`config.mk`:
```
export PLATFORM = sky130hd
export DESIGN_NAME = press_fire_overlay
export DESIGN_NICKNAME = d
export VERILOG_FILES = /design/src/rtl/press_fire_overlay.sv
export SDC_FILE = /design/constraint.sdc
export NUM_CORES = 1
export LEC_CHECK = 0
export ABC_AREA = 1
export BUFFER_PORTS_ARGS = -buffer_cell sky130_fd_sc_hd__buf_2
export CORE_UTILIZATION = 37
export DETAILED_ROUTE_END_ITERATION = 12
export GPL_TIMING_DRIVEN = 1
export SLEW_MARGIN = 20
export SYNTH_ARGS = -nofsm -noshare
export SYNTH_HDL_FRONTEND = slang
export SYNTH_SLANG_ARGS = --single-unit
```
`constraint.sdc`:
```
create_clock -name Clk -period 1.5 [get_ports Clk]
set_input_delay 0 -clock Clk [delete_from_list [all_inputs] [get_ports Clk]]
set_output_delay 0 -clock Clk [all_outputs]
set_load 0.05 [all_outputs]
```
`src/rtl/press_fire_overlay.sv`:
```
// press_fire_overlay: title-screen "press fire" text overlay controller.
// Sits between the VGA scan counters and the color mapper. Converts the scan
// position into local text-map coordinates, registers the returned glyph
// pixel into a pixel-aligned text_on, and runs the blink / fire-acknowledge
// state machine that ends the title screen with a one-cycle game_start.
// Optional build macro: FIRE_DEBOUNCE_EN (fire must be seen high on three
// consecutive frame ticks before it counts as a press).

module press_fire_overlay #(
    parameter int TEXT_X0      = 292,
    parameter int TEXT_Y0      = 224,
    parameter int SCALE_SHIFT  = 1,
    parameter int BLINK_FRAMES = 30,
    parameter int ACK_FRAMES   = 4,
    parameter int ACK_FLASHES  = 3
) (
    input  logic       Clk,
    input  logic       Reset_n,
    input  logic       enable,
    input  logic [9:0] DrawX,
    input  logic [9:0] DrawY,
    input  logic       frame_clk,
    input  logic       fire,
    output logic [5:0] map_x,
    output logic [4:0] map_y,
    input  logic       map_pixel,
    output logic       text_on,
    output logic       game_start,
    output logic       busy
);

    localparam int BOX_W     = 56 << SCALE_SHIFT;
    localparam int BOX_H     = 32 << SCALE_SHIFT;
    localparam int FRAME_MAX = (BLINK_FRAMES > ACK_FRAMES) ? BLINK_FRAMES : ACK_FRAMES;
    localparam int FCW       = $clog2(FRAME_MAX + 1);
    localparam int FLW       = $clog2(2 * ACK_FLASHES + 1);

    localparam logic [FCW-1:0] BLINK_LAST = FCW'(BLINK_FRAMES - 1);
    localparam logic [FCW-1:0] ACK_LAST   = FCW'(ACK_FRAMES - 1);
    localparam logic [FLW-1:0] FLASH_LAST = FLW'(2 * ACK_FLASHES - 1);

    typedef enum logic [1:0] {
        IDLE,
        SHOW,
        ACK,
        DONE
    } state_t;

    state_t           state_q, state_d;
    logic             visible_q, visible_d;
    logic [FCW-1:0]   frameCnt_q, frameCnt_d;
    logic [FLW-1:0]   flashCnt_q, flashCnt_d;
    logic [1:0]       frameSync_q;
    logic             frameDly_q;
    logic [1:0]       fireSync_q;
    logic             textOn_q;
    logic             frameTick;
    logic             fireRise;
    logic signed [10:0] dx;
    logic signed [10:0] dy;
    logic             inBox;

    // Bring the vsync strobe and the fire button into the pixel clock domain
    always_ff @(posedge Clk or negedge Reset_n) begin
        if (!Reset_n) begin
            frameSync_q <= '0;
            frameDly_q  <= 1'b0;
            fireSync_q  <= '0;
        end else begin
            frameSync_q <= {frameSync_q[0], frame_clk};
            frameDly_q  <= frameSync_q[1];
            fireSync_q  <= {fireSync_q[0], fire};
        end
    end

    assign frameTick = frameSync_q[1] & ~frameDly_q;

`ifdef FIRE_DEBOUNCE_EN
    logic [1:0] fireRun_q, fireRun_d;

    // Count consecutive frame ticks with fire held; the third one is the press
    always_comb begin
        fireRun_d = fireRun_q;
        fireRise  = 1'b0;
        if (frameTick) begin
            if (fireSync_q[1]) begin
                if (fireRun_q != 2'd3) begin
                    fireRun_d = fireRun_q + 2'd1;
                end
                if (fireRun_q == 2'd2) begin
                    fireRise = 1'b1;
                end
            end else begin
                fireRun_d = 2'd0;
            end
        end
    end

    // Hold the debounce run length between frame ticks
    always_ff @(posedge Clk or negedge Reset_n) begin
        if (!Reset_n) begin
            fireRun_q <= 2'd0;
        end else begin
            fireRun_q <= fireRun_d;
        end
    end
`else
    logic fireDly_q;

    // Remember last synced fire level so a rising edge can be detected
    always_ff @(posedge Clk or negedge Reset_n) begin
        if (!Reset_n) begin
            fireDly_q <= 1'b0;
        end else begin
            fireDly_q <= fireSync_q[1];
        end
    end

    assign fireRise = fireSync_q[1] & ~fireDly_q;
`endif

    // Translate the scan position into text-map space and clamp outside the box
    always_comb begin
        dx    = 11'($signed({1'b0, DrawX}) - TEXT_X0);
        dy    = 11'($signed({1'b0, DrawY}) - TEXT_Y0);
        inBox = !dx[10] && (dx[9:0] < 10'(BOX_W)) &&
                !dy[10] && (dy[9:0] < 10'(BOX_H));
        map_x = '0;
        map_y = '0;
        if (inBox) begin
            map_x = 6'(dx[9:0] >> SCALE_SHIFT);
            map_y = 5'(dy[9:0] >> SCALE_SHIFT);
        end
    end

    // State register together with the blink and flash counters
    always_ff @(posedge Clk or negedge Reset_n) begin
        if (!Reset_n) begin
            state_q    <= IDLE;
            visible_q  <= 1'b1;
            frameCnt_q <= '0;
            flashCnt_q <= '0;
        end else begin
            state_q    <= state_d;
            visible_q  <= visible_d;
            frameCnt_q <= frameCnt_d;
            flashCnt_q <= flashCnt_d;
        end
    end

    // Next-state logic: slow blink in SHOW, fast flash in ACK, enable drop aborts
    always_comb begin
        state_d    = state_q;
        visible_d  = visible_q;
        frameCnt_d = frameCnt_q;
        flashCnt_d = flashCnt_q;
        case (state_q)
            IDLE: begin
                visible_d  = 1'b1;
                frameCnt_d = '0;
                flashCnt_d = '0;
                state_d    = SHOW;
            end
            SHOW: begin
                if (fireRise) begin
                    state_d    = ACK;
                    visible_d  = 1'b1;
                    frameCnt_d = '0;
                    flashCnt_d = '0;
                end else if (frameTick) begin
                    if (frameCnt_q == BLINK_LAST) begin
                        visible_d  = ~visible_q;
                        frameCnt_d = '0;
                    end else begin
                        frameCnt_d = frameCnt_q + 1'b1;
                    end
                end
            end
            ACK: begin
                if (frameTick) begin
                    if (frameCnt_q == ACK_LAST) begin
                        visible_d  = ~visible_q;
                        frameCnt_d = '0;
                        flashCnt_d = flashCnt_q + 1'b1;
                        if (flashCnt_q == FLASH_LAST) begin
                            state_d = DONE;
                        end
                    end else begin
                        frameCnt_d = frameCnt_q + 1'b1;
                    end
                end
            end
            DONE: begin
                state_d    = IDLE;
                visible_d  = 1'b1;
                frameCnt_d = '0;
                flashCnt_d = '0;
            end
            default: begin
                state_d = IDLE;
            end
        endcase
        if (!enable) begin
            state_d    = IDLE;
            visible_d  = 1'b1;
            frameCnt_d = '0;
            flashCnt_d = '0;
        end
    end

    // Status outputs decoded from the current state
    always_comb begin
        busy       = (state_q != IDLE);
        game_start = (state_q == DONE);
    end

    // Register the glyph pixel so text_on lines up with the next pixel slot
    always_ff @(posedge Clk or negedge Reset_n) begin
        if (!Reset_n) begin
            textOn_q <= 1'b0;
        end else begin
            textOn_q <= enable && inBox && visible_q && map_pixel &&
                        ((state_q == SHOW) || (state_q == ACK));
        end
    end

    assign text_on = textOn_q;

endmodule

```
# --- Word level (Yosys, flattened, before mapping) ---
# Index checks and enable logic that the tools add are counted.
word_totals:
  ff_bits: 18
  input_bits: 26
  out_inout_bits: 14
  word_cells: 76
classes:
  n_addsub: 4
  order_cmp: 2
  n_eq_ne: 12
  mux: 27
  bitwise_logic: 5
  reduce_logical: 17
ops:
  columns: ["op", "n"]
  rows:
  - ["2-to-1 mux 5 bit", 7]
  - ["less-than comparator 10 x 7 -> 1 bit, second input constant", 2]
  - ["case mux 5 bit (3 select lines)", 1]
  - ["2-to-1 mux 3 bit", 4]
  - ["inequality test 3 bit, second input constant", 4]
  - ["subtractor 10 x 8 -> 11 bit, second input constant", 1]
  - ["subtractor 10 x 9 -> 11 bit, second input constant", 1]
  - ["2-to-1 mux 2 bit", 5]
  - ["case mux 3 bit (3 select lines)", 1]
  - ["inequality test 4 bit, second input constant", 2]
  - ["case mux 2 bit (4 select lines)", 1]
  - ["AND reduction 4 bit", 2]
  - ["logical AND 1 bit", 7]
  - ["2-to-1 mux 1 bit", 6]
  - ["2-to-1 mux 6 bit", 1]
  - ["adder 5 x 1 -> 5 bit, second input constant", 1]
  - ["equality test 5 x 2 -> 1 bit, second input constant", 1]
  - ["equality test 5 bit, second input constant", 1]
  - ["equality test 2 bit, second input constant", 2]
  - ["adder 3 x 1 -> 3 bit, second input constant", 1]
  - ["equality test 3 bit, second input constant", 1]
  - ["NOT 1 bit", 3]
  - ["case mux 1 bit (3 select lines)", 1]
  - ["AND reduction 3 bit", 1]
  - ["8 further kinds", 10]

# --- Longest topological paths before layout ---
logic_depth:
  word_depth: 9
  mapped_depth: 12
  depth_no_buf: 11

# --- Worst setup path before layout ---
# Ideal clock, no wire load.
synth_path:
  kind: "input port to output port"
  from: "input port DrawX[2]"
  to: "output port map_x[5]"
  t_arrival_ns: 1.422
  required_ns: 1.500
  path_slack_ns: 0.078
  path_stages: 9
  n_path_buf: 0
  cell_sequence: "inv_1 ha_1 nand2_2 nand2_2 a21oi_1 nand2_1 a21oi_2 nand2_2 nor2_1"
synth_between:
  elab_chain_cells: 6
  elab_cells_between_ends: 7
  cone_classes: "add/sub: 1; order compare: 1; mux: 1; reduce/logical: 4"
synth_rtl:
  columns: ["item", "line_no", "rtl"]
  rows:
  - ["start, declared", "20", "input logic [9:0] DrawX,"]
  - ["subtractor 10 x 9 -> 11 bit (*)", "124", "dx = 11'($signed({1'b0, DrawX}) - TEXT_X0);"]
  - ["less-than comparator 10 x 7 -> 1 bit or zero test 1 bit (tied branches)", "126", "inBox = !dx[10] && (dx[9:0] < 10'(BOX_W)) &&"]
  - ["logical AND 1 bit (2 in a row)", "126", null]
  - ["logical AND 1 bit", "127", "!dy[10] && (dy[9:0] < 10'(BOX_H));"]
  - ["2-to-1 mux 6 bit (*)", "130", "if (inBox) begin"]
  - ["end, declared", "24", "output logic [5:0] map_x,"]
# Mark *: on every way between the ends. The rest lies on a longest branch, timed or not.

# --- Final worst setup path ---
layout_path:
  from: "register state_q[1]"
  to: "register state_q[1]"
layout_between:
  elab_chain_cells: 3
  elab_cells_between_ends: 11
  cone_classes: "eq/ne: 7; mux: 2; reduce/logical: 2"
layout_rtl:
  columns: ["item", "line_no", "rtl"]
  rows:
  - ["start, declared", "49", "state_t state_q, state_d;"]
  - ["start signal, assigned", "144", "state_q <= state_d;"]
  - ["equality test 2 bit (tied with other cells)", "157", "case (state_q)"]
  - ["inequality test 3 bit (no line) or case mux 2 bit (4 select lines) (tied branches)", null, null]
  - ["AND reduction 4 bit (no line) or 2-to-1 mux 2 bit (tied branches)", null, null]
# Parallel ways exist; a longest one is shown, timed or not.
# A chain may end at the register's enable or synchronous reset.

==> out/qor.txt <==
==================================================================================
Vias post-DR                                                                  1289
Sequence of cells on the critical path                                inv_2 > ha_4 > nand2_4 > nor2_4 > buf_6 > a21oi_4 > nand3_4 > nand2_2 > o21ai_0
Critical path buffers and inverters                                              2
Number of hold-slack violations in the final timing report                       0
Total wire length                                                          3030 um
H-tree depth                                                                     1
Most common library cell in the layout ignoring fill and taps              nand2_1
Critical-path cell with the highest stage delay                            dfrtp_1
Timing-limited maximum frequency                                           679 MHz
Die Height                                                                 61.0 um
Post-DRT Antenna Nets                                                            0
Number of port buffers                                                          37
DRC Markers                                                                      0
Power density relative to cell area                                    921 nW/um^2
Die outline area                                                         3720 um^2
Share of synthesized area occupied by flip-flops and latches                 0.351
Per-instance average area after synthesis                                7.19 um^2
Setup clock skew after layout                                            0.0148 ns
Critical path type                                                    flip-flop to flip-flop
Max-cap violations                                                               0
Syn Inst Count                                                                 179
Gr ovfl total                                                                    0
Number of inserted diodes                                                        0
EDFF count, synth                                                                0
Horizontal extent of the die                                               61.0 um
Startpoint of the lowest-slack register-to-register path              state_q[1]$_DFFE_PN0P_
Top library cells by usage in the layout, fill and taps aside         nand2_1 (32), inv_1 (28), buf_2 (27)
Count of TritonRoute iterations in the first routing pass                        4
Critical path peak fanout                                                        4
Area growth from synthesis to layout                                         50.0%
Final routed wire length divided by cell count                             10.7 um
Root cell of the clock tree                                               clkbuf_4
Post-synthesis instance area                                             1290 um^2
Period utilization                                                           0.981
Via count of the first global-routing pass                                    1054
Number of synthesized register bits                                             18
Max IR drop VDD                                                         0.000572 V
Launch point of the worst hold path                                         enable
Endpoint type of the worst setup path                                    flip-flop
CP startpoint kind                                                       flip-flop
Routability Congestion                                                       0.759
YS warnings                                                                      0
Highest cell delay on the worst timing path                                0.44 ns
Total routing usage reported by global routing                               0.152
Final Total Pwr                                                            1.78 mW
Most used DFF post-synth                                                   dfrtp_1
Effective utilization at floorplan                                           0.386
Share of final-layout standard cells stronger than drive strength 1          0.414
Post-layout util                                                             0.579
Clk slew on worst S/H paths                                                0.10 ns
Count of fill cells added during filler insertion                              315
Distinct cell type count after synthesis                                        22
Number of buffers on the longest clock path                                      2
DP Cell Count                                                                  268
Outcome                                                               complete, no violations
Cell row count                                                                  21
Leakage power                                                              1.01 nW
Post-Synthesis Net Count                                                       215
Initial DRC count                                                               28
Core Box Area                                                            3340 um^2
Final count of pins violating max slew                                           0
Worst rel slew slack                                                         0.735
Number of buffers inserted during clock tree synthesis                           3
Per-cell via count in the routed design                                       4.55
Required time of the critical path                                         1.67 ns
Initial antenna violation count                                                  0
Actual slew at the worst max-slew pin                                     0.398 ns
Net total in the final layout                                                  274
Clock period minus worst slack                                             1.47 ns
Total number of clock tree sinks                                                18
Final setup fails                                                                0
First-pass GRT wire length                                                 4280 um
I/O pin count                                                                   40
Data arrival, critical path                                                1.64 ns
Min-Delay Path Class                                                  input port to flip-flop
R2r setup slk                                                              0.03 ns
Hpwl dp                                                                    2050 um
Post-synth ARST share                                                         1.00
RSZ-0062 raised after global routing                                           yes
Worst-skew pair later-pin latency                                          0.29 ns
Kind of cell with the highest combined delay on the critical path       flip-flops
Clock tree from TritonCTS                                                      yes
Pin count of the biggest net entering global routing                            19
Post-layout instance count excluding filler cells                              283
Worst Setup SP                                                        state_q[1]$_DFFE_PN0P_
==================================================================================
==> report_power, final <==
part	switching (mW)	internal [mW]
clock	0.140	0.103
combinational	0.522	0.381
sequential	0.0701	0.563
total	0.733	1.05
==> final timing paths <==
check                                       endpoint  cells after the start
hold reg to reg              fireSync_q[1]$_DFF_PN0_                      0
max in group asynchronous      visible_q$_DFFE_PN1P_                      2
hold / removal             frameCnt_q[1]$_DFFE_PN0P_                      3
min in group asynchronous   frameSync_q[1]$_DFF_PN0_                      2
setup / recovery              state_q[1]$_DFFE_PN0P_                      9
setup reg to reg              state_q[1]$_DFFE_PN0P_                      9
==> through the flow <==
step / setup TNS, ns / area (um^2) / setup slack (ns) / hold WS (ns)
floorplan: 0 / 1290 / 0.0780 / -0.296
global placement: 0 / 1570 / 0.00934 / -0.0472
detailed placement: -0.0115 / 1570 / -0.00698 / -0.0475
CTS: 0 / 1650 / 0.000724 / 0.0660
global route: -0.330 / 1930 / -0.0726 / 0.109
finish: 0 / 1930 / 0.0283 / 0.102
==> area by class of cell <==
type / count / area (um^2) / share of cell area
clock buffers: 4 / 26.3 / 0.0136
inverters: 31 / 116 / 0.0602
multi-input cells: 128 / 876 / 0.453
flip-flops and latches: 18 / 452 / 0.234
well taps: 46 / 57.6 / 0.0298
repair buffers: 56 / 404 / 0.209
==> cells in the mapped netlist (2+ instances only) <==
cell type / instances / area share
o21ai_1: 2 / 0.0078
nand3_1: 17 / 0.066
nor2_2: 10 / 0.049
nor2_1: 13 / 0.038
nand2_2: 5 / 0.024
o21ai_0: 10 / 0.039
dfrtp_1: 17 / 0.33
ha_1: 10 / 0.097
inv_1: 31 / 0.090
nand2_1: 41 / 0.12
a21oi_1: 8 / 0.031
buf_6: 2 / 0.017
nand4_1: 3 / 0.015
o22ai_1: 2 / 0.0097
==> tightest hold or removal path, delay by kind of cell <==
kind                   cells  cell delay (ns)
AOI/OAI and AO/OA          1             0.06
and+or+nand+nor            1             0.11
buffers and inverters      1             0.19
==> routing by layer <==
metal / global-route usage / vias to the layer above / part of all wire
li1: - / 680 / -
met1: 0.202 / 577 / 0.46
met2: 0.262 / 30 / 0.49
met3: 0.0256 / 2 / 0.034
met4: 0.0292 / 0 / 0.0063
met5: 0 / - / 0
==> registers in the layout (all words and copies together) (netlist names) <==
name,cells
frameDly_q,1
state_q,2
visible_q,1
text_on,1
flashCnt_q,3
fireDly_q,1
frameCnt_q,5
fireSync_q,2
frameSync_q,2
==> timing repair <==
item / CTS / global route
pin swaps: 2 / 14
endpoints found under the setup margin: 7 / 21
endpoints found under the hold margin: 21 / 0
cloned: 0 / 2
setup buffers: 0 / 5
hold buffers: 4 / 0
gates resized for setup: 4 / 72
==> cells by family (layout without fill, tap and decap cells) <==
logic type                 after synthesis  count (layout)  synth area share
adders and majority gates               10              10            0.0972
AOI/OAI and AO/OA                       25              25             0.106
and+or+nand+nor                         91              92             0.326
buffers and inverters                   34              91             0.114
xor gates and xnor gates                 1               1           0.00680
DFF                                     18              18             0.351
No activity file was read; power rests on OpenSTA's default activity.
